$ cat config.mk
export PLATFORM = sky130hd
export DESIGN_NAME = axi4lite_wb_bridge_flat
export DESIGN_NICKNAME = d
export VERILOG_FILES = /design/src/rtl/axi4lite_wb_if.sv /design/src/rtl/axi4lite_wb_bridge.sv /design/src/flat_wrapper.sv
export SDC_FILE = /design/constraint.sdc
export NUM_CORES = 1
export LEC_CHECK = 0
export ABC_AREA = 1
export BUFFER_PORTS_ARGS = -buffer_cell sky130_fd_sc_hd__buf_4
export CORE_AREA = 2 2 132 108
export CTS_CLUSTER_DIAMETER = 30
export DETAILED_ROUTE_END_ITERATION = 16
export DIE_AREA = 0 0 134 110
export PLACE_DENSITY = 0.83
export SYNTH_ARGS = -nofsm -noshare
export SYNTH_HDL_FRONTEND = slang
export SYNTH_SLANG_ARGS = --single-unit
export TNS_END_PERCENT = 10
$ cat constraint.sdc
create_clock -name clk -period 2 [get_ports clk]
set_input_delay 0.1 -clock clk [delete_from_list [all_inputs] [get_ports clk]]
set_output_delay 0.1 -clock clk [all_outputs]
set_load 0.005 [all_outputs]
$ cat src/rtl/axi4lite_wb_if.sv
// ---------------------------------------------------------------------------
// axi4lite_wb_if
//   Bundles the AXI4-Lite slave channels and the Wishbone classic master
//   signals seen by axi4lite_wb_bridge.
//
//   modport slave  : the bridge's view (AXI4-Lite slave, Wishbone master)
//   modport master : the environment's view (AXI4-Lite master driving the
//                    requests, Wishbone memory returning data and ack)
//
//   AW : AWADDR/AWPROT/AWVALID -> , <- AWREADY
//   W  : WDATA/WSTRB/WVALID    -> , <- WREADY
//   B  : <- BRESP/BVALID       , BREADY ->
//   AR : ARADDR/ARPROT/ARVALID -> , <- ARREADY
//   R  : <- RDATA/RRESP/RVALID , RREADY ->
//   WB : <- wb_cyc_o/wb_stb_o/wb_we_o/wb_addr_o/wb_data_o,
//        wb_data_i/wb_ack_i ->
// ---------------------------------------------------------------------------
interface axi4lite_wb_if #(
   parameter int ADDR_WIDTH = 32,
   parameter int DATA_WIDTH = 32
);
   localparam int STRB_WIDTH = DATA_WIDTH / 8;

   logic [ADDR_WIDTH-1:0] AWADDR;
   logic [2:0]            AWPROT;
   logic                  AWVALID;
   logic                  AWREADY;
   logic [DATA_WIDTH-1:0] WDATA;
   logic [STRB_WIDTH-1:0] WSTRB;
   logic                  WVALID;
   logic                  WREADY;
   logic [1:0]            BRESP;
   logic                  BVALID;
   logic                  BREADY;
   logic [ADDR_WIDTH-1:0] ARADDR;
   logic [2:0]            ARPROT;
   logic                  ARVALID;
   logic                  ARREADY;
   logic [DATA_WIDTH-1:0] RDATA;
   logic [1:0]            RRESP;
   logic                  RVALID;
   logic                  RREADY;

   logic                  wb_cyc_o;
   logic                  wb_stb_o;
   logic                  wb_we_o;
   logic [ADDR_WIDTH-1:0] wb_addr_o;
   logic [DATA_WIDTH-1:0] wb_data_o;
   logic [DATA_WIDTH-1:0] wb_data_i;
   logic                  wb_ack_i;

   modport slave (
      input  AWADDR, AWPROT, AWVALID, output AWREADY,
      input  WDATA, WSTRB, WVALID,    output WREADY,
      output BRESP, BVALID,           input  BREADY,
      input  ARADDR, ARPROT, ARVALID, output ARREADY,
      output RDATA, RRESP, RVALID,    input  RREADY,
      output wb_cyc_o, wb_stb_o, wb_we_o, wb_addr_o, wb_data_o,
      input  wb_data_i, wb_ack_i
   );

   modport master (
      output AWADDR, AWPROT, AWVALID, input  AWREADY,
      output WDATA, WSTRB, WVALID,    input  WREADY,
      input  BRESP, BVALID,           output BREADY,
      output ARADDR, ARPROT, ARVALID, input  ARREADY,
      input  RDATA, RRESP, RVALID,    output RREADY,
      input  wb_cyc_o, wb_stb_o, wb_we_o, wb_addr_o, wb_data_o,
      output wb_data_i, wb_ack_i
   );
endinterface

$ cat src/rtl/axi4lite_wb_bridge.sv
// ---------------------------------------------------------------------------
// axi4lite_wb_bridge
//   AXI4-Lite slave to Wishbone classic master. One transaction in flight,
//   reads and writes alternate on conflict, partial-strobe writes become a
//   Wishbone read-modify-write because the memory has no byte selects.
//
//   Ports:
//     clk  : system clock, rising edge
//     rst  : synchronous active-high reset
//     bus  : axi4lite_wb_if.slave (AXI4-Lite channels + Wishbone master)
//
//   Parameters:
//     ADDR_WIDTH     : AXI / Wishbone address width
//     DATA_WIDTH     : data width, only 32 is supported
//     TIMEOUT_CYCLES : stb-high cycles without ack before SLVERR (1..255)
// ---------------------------------------------------------------------------
module axi4lite_wb_bridge #(
   parameter int ADDR_WIDTH     = 32,
   parameter int DATA_WIDTH     = 32,
   parameter int TIMEOUT_CYCLES = 255
) (
   input logic          clk,
   input logic          rst,
   axi4lite_wb_if.slave bus
);
   localparam int              STRB_WIDTH  = DATA_WIDTH / 8;
   localparam logic [1:0]      RESP_OKAY   = 2'b00;
   localparam logic [1:0]      RESP_SLVERR = 2'b10;
   // Last count value before the timeout fires; stb is then high for
   // exactly TIMEOUT_CYCLES cycles.
   localparam logic [7:0]      WAIT_LAST   = 8'(TIMEOUT_CYCLES - 1);

   typedef enum logic [2:0] {
      IDLE, RD_BUS, RD_RESP, RMW_RD, WR_BUS, WR_RESP
   } state_t;

   state_t                state, state_nxt;
   logic                  last_was_write;
   logic [ADDR_WIDTH-1:0] addr_q;
   logic [DATA_WIDTH-1:0] wdata_q;
   logic [STRB_WIDTH-1:0] wstrb_q;
   logic [DATA_WIDTH-1:0] wb_data_q;
   logic [DATA_WIDTH-1:0] rdata_q;
   logic [1:0]            bresp_q;
   logic [1:0]            rresp_q;
   logic [7:0]            wait_cnt;
   logic [DATA_WIDTH-1:0] merged;

   logic wr_req, rd_req, take_wr, take_rd, in_bus, timeout;

   // Protection bits and the byte offset of the addresses carry no meaning
   // for a word-addressed memory without byte selects.
   logic unused_bits;
   assign unused_bits = ^{bus.AWPROT, bus.ARPROT, bus.AWADDR[1:0], bus.ARADDR[1:0]};

   // Byte merge of the captured write data over the word read back.
   always_comb begin
      merged = bus.wb_data_i;
      for (int i = 0; i < STRB_WIDTH; i++) begin
         if (wstrb_q[i]) merged[8*i +: 8] = wdata_q[8*i +: 8];
      end
   end

   // Next-state logic and grant decision.
   always_comb begin
      // NOTE: every output of a combinational block gets a default first so
      // no path leaves it unassigned and a latch is never inferred.
      state_nxt = state;
      take_wr   = 1'b0;
      take_rd   = 1'b0;
      wr_req    = bus.AWVALID && bus.WVALID;
      rd_req    = bus.ARVALID;
      in_bus    = (state == RD_BUS) || (state == RMW_RD) || (state == WR_BUS);
      timeout   = in_bus && !bus.wb_ack_i && (wait_cnt == WAIT_LAST);

      unique case (state)
         IDLE: begin
            // Gated by rst so no READY is seen while reset is held.
            if (!rst) begin
               if (wr_req && (!rd_req || !last_was_write)) take_wr = 1'b1;
               else if (rd_req)                            take_rd = 1'b1;
            end
            if (take_wr) begin
               if (bus.WSTRB == '1)      state_nxt = WR_BUS;
               else if (bus.WSTRB == '0) state_nxt = WR_RESP;
               else                      state_nxt = RMW_RD;
            end else if (take_rd) begin
               state_nxt = RD_BUS;
            end
         end
         RD_BUS:  if (bus.wb_ack_i || timeout) state_nxt = RD_RESP;
         RMW_RD: begin
            if (bus.wb_ack_i)  state_nxt = WR_BUS;
            else if (timeout)  state_nxt = WR_RESP;
         end
         WR_BUS:  if (bus.wb_ack_i || timeout) state_nxt = WR_RESP;
         RD_RESP: if (bus.RREADY) state_nxt = IDLE;
         WR_RESP: if (bus.BREADY) state_nxt = IDLE;
         default: state_nxt = IDLE;
      endcase
   end

   always_ff @(posedge clk) begin
      // NOTE: sequential state is always assigned with <= so every register
      // samples the pre-edge values regardless of statement order.
      if (rst) state <= IDLE;
      else     state <= state_nxt;
   end

   always_ff @(posedge clk) begin
      // NOTE: the datapath registers are reset too because they drive
      // externally visible outputs that must read 0 after reset.
      if (rst) begin
         last_was_write <= 1'b0;
         addr_q         <= '0;
         wdata_q        <= '0;
         wstrb_q        <= '0;
         wb_data_q      <= '0;
         rdata_q        <= '0;
         bresp_q        <= RESP_OKAY;
         rresp_q        <= RESP_OKAY;
         wait_cnt       <= '0;
      end else begin
         // Counter is zero on entry to any bus state: it only runs while
         // stb waits, and clears on ack, timeout and outside bus states.
         if (in_bus && !bus.wb_ack_i && !timeout) wait_cnt <= wait_cnt + 8'd1;
         else                                      wait_cnt <= '0;

         unique case (state)
            IDLE: begin
               if (take_wr) begin
                  last_was_write <= 1'b1;
                  addr_q         <= {bus.AWADDR[ADDR_WIDTH-1:2], 2'b00};
                  wdata_q        <= bus.WDATA;
                  wstrb_q        <= bus.WSTRB;
                  wb_data_q      <= bus.WDATA;
                  bresp_q        <= RESP_OKAY;
               end else if (take_rd) begin
                  last_was_write <= 1'b0;
                  addr_q         <= {bus.ARADDR[ADDR_WIDTH-1:2], 2'b00};
               end
            end
            RD_BUS: begin
               if (bus.wb_ack_i) begin
                  rdata_q <= bus.wb_data_i;
                  rresp_q <= RESP_OKAY;
               end else if (timeout) begin
                  rdata_q <= '0;
                  rresp_q <= RESP_SLVERR;
               end
            end
            RMW_RD: begin
               if (bus.wb_ack_i)  wb_data_q <= merged;
               else if (timeout)  bresp_q   <= RESP_SLVERR;
            end
            WR_BUS:  if (timeout) bresp_q <= RESP_SLVERR;
            default: ;
         endcase
      end
   end

   assign bus.AWREADY   = take_wr;
   assign bus.WREADY    = take_wr;
   assign bus.ARREADY   = take_rd;
   assign bus.BVALID    = (state == WR_RESP);
   assign bus.BRESP     = bresp_q;
   assign bus.RVALID    = (state == RD_RESP);
   assign bus.RDATA     = rdata_q;
   assign bus.RRESP     = rresp_q;
   assign bus.wb_cyc_o  = in_bus;
   assign bus.wb_stb_o  = in_bus;
   assign bus.wb_we_o   = (state == WR_BUS);
   assign bus.wb_addr_o = addr_q;
   assign bus.wb_data_o = wb_data_q;

endmodule
$ cat src/flat_wrapper.sv
// flat-port wrapper written by rule: the top's interface ports become plain ports
module axi4lite_wb_bridge_flat 
#(
   parameter int ADDR_WIDTH     = 32,
   parameter int DATA_WIDTH     = 32,
   parameter int TIMEOUT_CYCLES = 255
)
  (clk, rst, bus_AWADDR, bus_AWPROT, bus_AWVALID, bus_AWREADY, bus_WDATA, bus_WSTRB, bus_WVALID, bus_WREADY, bus_BRESP, bus_BVALID, bus_BREADY, bus_ARADDR, bus_ARPROT, bus_ARVALID, bus_ARREADY, bus_RDATA, bus_RRESP, bus_RVALID, bus_RREADY, bus_wb_cyc_o, bus_wb_stb_o, bus_wb_we_o, bus_wb_addr_o, bus_wb_data_o, bus_wb_data_i, bus_wb_ack_i);
  axi4lite_wb_if #(.ADDR_WIDTH(ADDR_WIDTH), .DATA_WIDTH(DATA_WIDTH)) bus_i ();
  input logic clk;
  input logic rst;
  input wire logic [$bits(bus_i.AWADDR)-1:0] bus_AWADDR;
  input wire logic [$bits(bus_i.AWPROT)-1:0] bus_AWPROT;
  input wire logic [$bits(bus_i.AWVALID)-1:0] bus_AWVALID;
  output wire logic [$bits(bus_i.AWREADY)-1:0] bus_AWREADY;
  input wire logic [$bits(bus_i.WDATA)-1:0] bus_WDATA;
  input wire logic [$bits(bus_i.WSTRB)-1:0] bus_WSTRB;
  input wire logic [$bits(bus_i.WVALID)-1:0] bus_WVALID;
  output wire logic [$bits(bus_i.WREADY)-1:0] bus_WREADY;
  output wire logic [$bits(bus_i.BRESP)-1:0] bus_BRESP;
  output wire logic [$bits(bus_i.BVALID)-1:0] bus_BVALID;
  input wire logic [$bits(bus_i.BREADY)-1:0] bus_BREADY;
  input wire logic [$bits(bus_i.ARADDR)-1:0] bus_ARADDR;
  input wire logic [$bits(bus_i.ARPROT)-1:0] bus_ARPROT;
  input wire logic [$bits(bus_i.ARVALID)-1:0] bus_ARVALID;
  output wire logic [$bits(bus_i.ARREADY)-1:0] bus_ARREADY;
  output wire logic [$bits(bus_i.RDATA)-1:0] bus_RDATA;
  output wire logic [$bits(bus_i.RRESP)-1:0] bus_RRESP;
  output wire logic [$bits(bus_i.RVALID)-1:0] bus_RVALID;
  input wire logic [$bits(bus_i.RREADY)-1:0] bus_RREADY;
  output wire logic [$bits(bus_i.wb_cyc_o)-1:0] bus_wb_cyc_o;
  output wire logic [$bits(bus_i.wb_stb_o)-1:0] bus_wb_stb_o;
  output wire logic [$bits(bus_i.wb_we_o)-1:0] bus_wb_we_o;
  output wire logic [$bits(bus_i.wb_addr_o)-1:0] bus_wb_addr_o;
  output wire logic [$bits(bus_i.wb_data_o)-1:0] bus_wb_data_o;
  input wire logic [$bits(bus_i.wb_data_i)-1:0] bus_wb_data_i;
  input wire logic [$bits(bus_i.wb_ack_i)-1:0] bus_wb_ack_i;
  assign bus_i.AWADDR = bus_AWADDR;
  assign bus_i.AWPROT = bus_AWPROT;
  assign bus_i.AWVALID = bus_AWVALID;
  assign bus_AWREADY = bus_i.AWREADY;
  assign bus_i.WDATA = bus_WDATA;
  assign bus_i.WSTRB = bus_WSTRB;
  assign bus_i.WVALID = bus_WVALID;
  assign bus_WREADY = bus_i.WREADY;
  assign bus_BRESP = bus_i.BRESP;
  assign bus_BVALID = bus_i.BVALID;
  assign bus_i.BREADY = bus_BREADY;
  assign bus_i.ARADDR = bus_ARADDR;
  assign bus_i.ARPROT = bus_ARPROT;
  assign bus_i.ARVALID = bus_ARVALID;
  assign bus_ARREADY = bus_i.ARREADY;
  assign bus_RDATA = bus_i.RDATA;
  assign bus_RRESP = bus_i.RRESP;
  assign bus_RVALID = bus_i.RVALID;
  assign bus_i.RREADY = bus_RREADY;
  assign bus_wb_cyc_o = bus_i.wb_cyc_o;
  assign bus_wb_stb_o = bus_i.wb_stb_o;
  assign bus_wb_we_o = bus_i.wb_we_o;
  assign bus_wb_addr_o = bus_i.wb_addr_o;
  assign bus_wb_data_o = bus_i.wb_data_o;
  assign bus_i.wb_data_i = bus_wb_data_i;
  assign bus_i.wb_ack_i = bus_wb_ack_i;
  axi4lite_wb_bridge #(.ADDR_WIDTH(ADDR_WIDTH), .DATA_WIDTH(DATA_WIDTH), .TIMEOUT_CYCLES(TIMEOUT_CYCLES)) u_core (.clk(clk), .rst(rst), .bus(bus_i));
endmodule
==> out/results.txt <==
RePlAce Congestion -> 0.8689
Site Rows -> 38
largest net degree at the start of global routing -> 87
WP data required -> 1.90 ns
maximum fanout along the worst path -> 14
commonest non-fill, non-tap cell in the layout -> buf_4
placed inst area -> 8207 um^2
P_leak -> 0.004584 uW
fin crit share -> 93.41%
flops & latches, synth -> 144
GRT overflow -> 0
antenna cells -> 0
CP top delay family -> buffers and inverters
I/O pin count -> 254
Die W -> 134 um
Startpoint Class -> flip-flop
min-delay worst type -> primary input to flip-flop
ANT nets after route -> 0
CTS tree -> done
min Tclk post-route -> 1.868 ns
Die Height -> 110 um
vias in the first global route -> 6,869
Post-Syn Instances -> 921
post-route DRC violation count -> 0
Post-Syn Area per Cell -> 6.874 um^2
post-CTS sizing -> 0
Yosys top cell by area -> dfxtp_1
clk_lat worst skew -> 0.41 ns
peak supply drop -> 0.5552 mV
outcome -> complete, no violations
DRT iter0 DRCs -> 530
share of layout cells above drive strength 1 -> 24.34%
Final WS setup -> 0.1318 ns
nets@finish -> 1,376
total wire length -> 21,320 um
dpl ws -> 0.2314 ns
first-pass GRT wire length -> 33,430 um
Hold Fails Final Rpt -> 0
most frequent cells in the layout -> 249 x buf_4, 229 x nand2_1, 144 x dfxtp_1
clk sinks -> 144
detailed placer's ending HPWL -> 13,210 um
RSZ-0062 raised after global routing -> false
H-tree lvl count -> 4
worst clock skew -> 0.009469 ns
crit path max-delay cell type -> dfxtp_1
post-route cell area -> 9757 um^2
clock-pin slew on the worst setup and hold paths -> 0.06 ns
total vias in the final route -> 7,128
Max Cap Viol -> 0
fillers -> 1,011
sequential share of the synthesized area -> 45.53%
initial core utilization -> 47.39%
clk buf depth -> 2
CP max stage delay -> 0.34 ns
Via-to-Cell Ratio -> 5.016
Final TNS setup -> 0 ns
Pre-antenna DRT Iters -> 5
max-slew violation count -> 0
average routed wire per standard cell -> 15.00 um
GRT Util Overall -> 28.46%
Synth top area share -> 45.53%
root buf cell -> clkbuf_16
Syn-to-layout area delta -> 54.11%
Final setup viols -> 0
Mapped Area -> 6331 um^2
synth top area cells -> dfxtp_1 46%, nand2_1 14%, o21ai_0 7.7%
cts bufs inserted -> 17
Core ar. -> 13,360 um^2
relative slew slack -> 59.40%
PwrDens -> 971.8 nW/um^2
Power, Total -> 9482 uW
CP arrival -> 1.77 ns
PortBufs -> 239
WP buf/inv -> 4
initial antenna violation count -> 0
yosys warns -> 0
Setup crit end kind -> output port
Synth cell types -> 31
highest clock rate -> 535.3 MHz
die area -> 14,740 um^2
kind of critical path -> flip-flop to output port
critical-path cell list -> nor2_2 > nand2_2 > inv_2 > nand3_2 > inv_2 > buf_4 > buf_4
actual slew at the worst max-slew pin -> 0.6080 ns
synth_stat cells:
library cell and n:
a21oi_1 75, a31oi_1 1, buf_1 4, buf_2 23
buf_4 13, buf_6 1, clkbuf_1 21, clkinv_1 3
clkinv_2 1, conb_1 1, dfxtp_1 144, ha_1 2
inv_1 73, inv_2 4, inv_4 1, nand2_1 229
nand2_2 2, nand3_1 41, nand3_2 1, nand3b_1 1
nand4_1 2, nand4_4 1, nor2_1 115, nor2_2 2
nor2_4 1, nor2_8 1, nor3_1 28, o21ai_0 97
o21ai_1 28, or2_2 2, xor2_1 3
repair_timing:
action | CTS | global route
setup buffers | 0 | 0
hold buffers | 94 | 0
setup endpoints to repair | 0 | 0
endpoints found under the hold margin | 92 | 0
metal layers:
layer	part of all wire (%)	wire length [um]	global-route usage, %	vias to the layer above
met5	0	0	0	-
met4	2.9	623	12.16	0
met3	8.1	1727	7.590	51
met2	49	10520	51.06	309
met1	40	8446	32.34	3212
li1	-	-	-	3556
through the flow:
step | hold slack, ns | instances | util, %
finish | 0.008210 | 1421 | 73.03
global route | 0.02314 | 1421 | 73.03
CTS | 0.0007340 | 1421 | 73.03
detailed placement | 0.3265 | 1295 | 61.43
global placement | 0.3221 | 1295 | 61.43
floorplan | 0.2127 | 924 | -
registers in the layout (all words and copies together) (netlist names):
register,flops
u_core.state,3
u_core.last_was_write,1
u_core.wdata_q,32
u_core.bus.BRESP,1
u_core.bus.RDATA,32
u_core.bus.wb_data_o,32
u_core.wait_cnt,8
u_core.bus.wb_addr_o,30
u_core.bus.RRESP,1
u_core.wstrb_q,4
layout make-up:
type / instances / area (um^2) / share of cell area, %
repair buffers: 347 / 2890 / 29.62
clock inverters: 15 / 183.9 / 1.885
well taps: 180 / 225.2 / 2.308
inverters: 82 / 311.5 / 3.193
clock buffers: 17 / 425.4 / 4.360
multi-input cells: 636 / 2838 / 29.08
flip-flops and latches: 144 / 2883 / 29.55
power breakdown:
part / internal, uW / leakage, uW / switching, uW
clock network: 1980 / 0.000296 / 1290
logic: 1230 / 0.00312 / 1360
registers: 3340 / 0.00117 / 283
total: 6550 / 0.00458 / 2930
logic make-up (layout without fill, tap and decap cells):
| logic type | after synthesis | after routing | share of synthesized area [%] |
|---|---|---|---|
| xor gates and xnor gates | 3 | 3 | 0.4151 |
| DFF | 144 | 144 | 45.53 |
| AOI/OAI and AO/OA | 201 | 201 | 15.91 |
| buffers and inverters | 144 | 461 | 9.940 |
| and+or+nand+nor | 426 | 426 | 27.75 |
| adders and majority gates | 2 | 2 | 0.3952 |
| other | 1 | 4 | 0.05923 |
tightest hold or removal path: stages:
cell and delay [ns]:
buf_4 0.08, o21ai_0 0.07, nor3_1 0.12
final timing paths:
path                                                   startpoint                               endpoint  slack, ns  depth (start not counted)
worst max-delay path                 u_core.state[0]$_SDFFE_PP0P_                            bus_ARREADY       0.13                          7
worst min-delay path                               bus_AWADDR[10]  u_core.bus.wb_addr_o[10]$_SDFFE_PP0P_      0.008                          3
worst max register to register       u_core.state[0]$_SDFFE_PP0P_   u_core.bus.wb_data_o[3]$_SDFFE_PP0P_       0.20                          8
worst min register to register  u_core.bus.RDATA[30]$_SDFFE_PP0P_      u_core.bus.RDATA[30]$_SDFFE_PP0P_       0.46                          2
No activity file was read; power rests on OpenSTA's default activity.
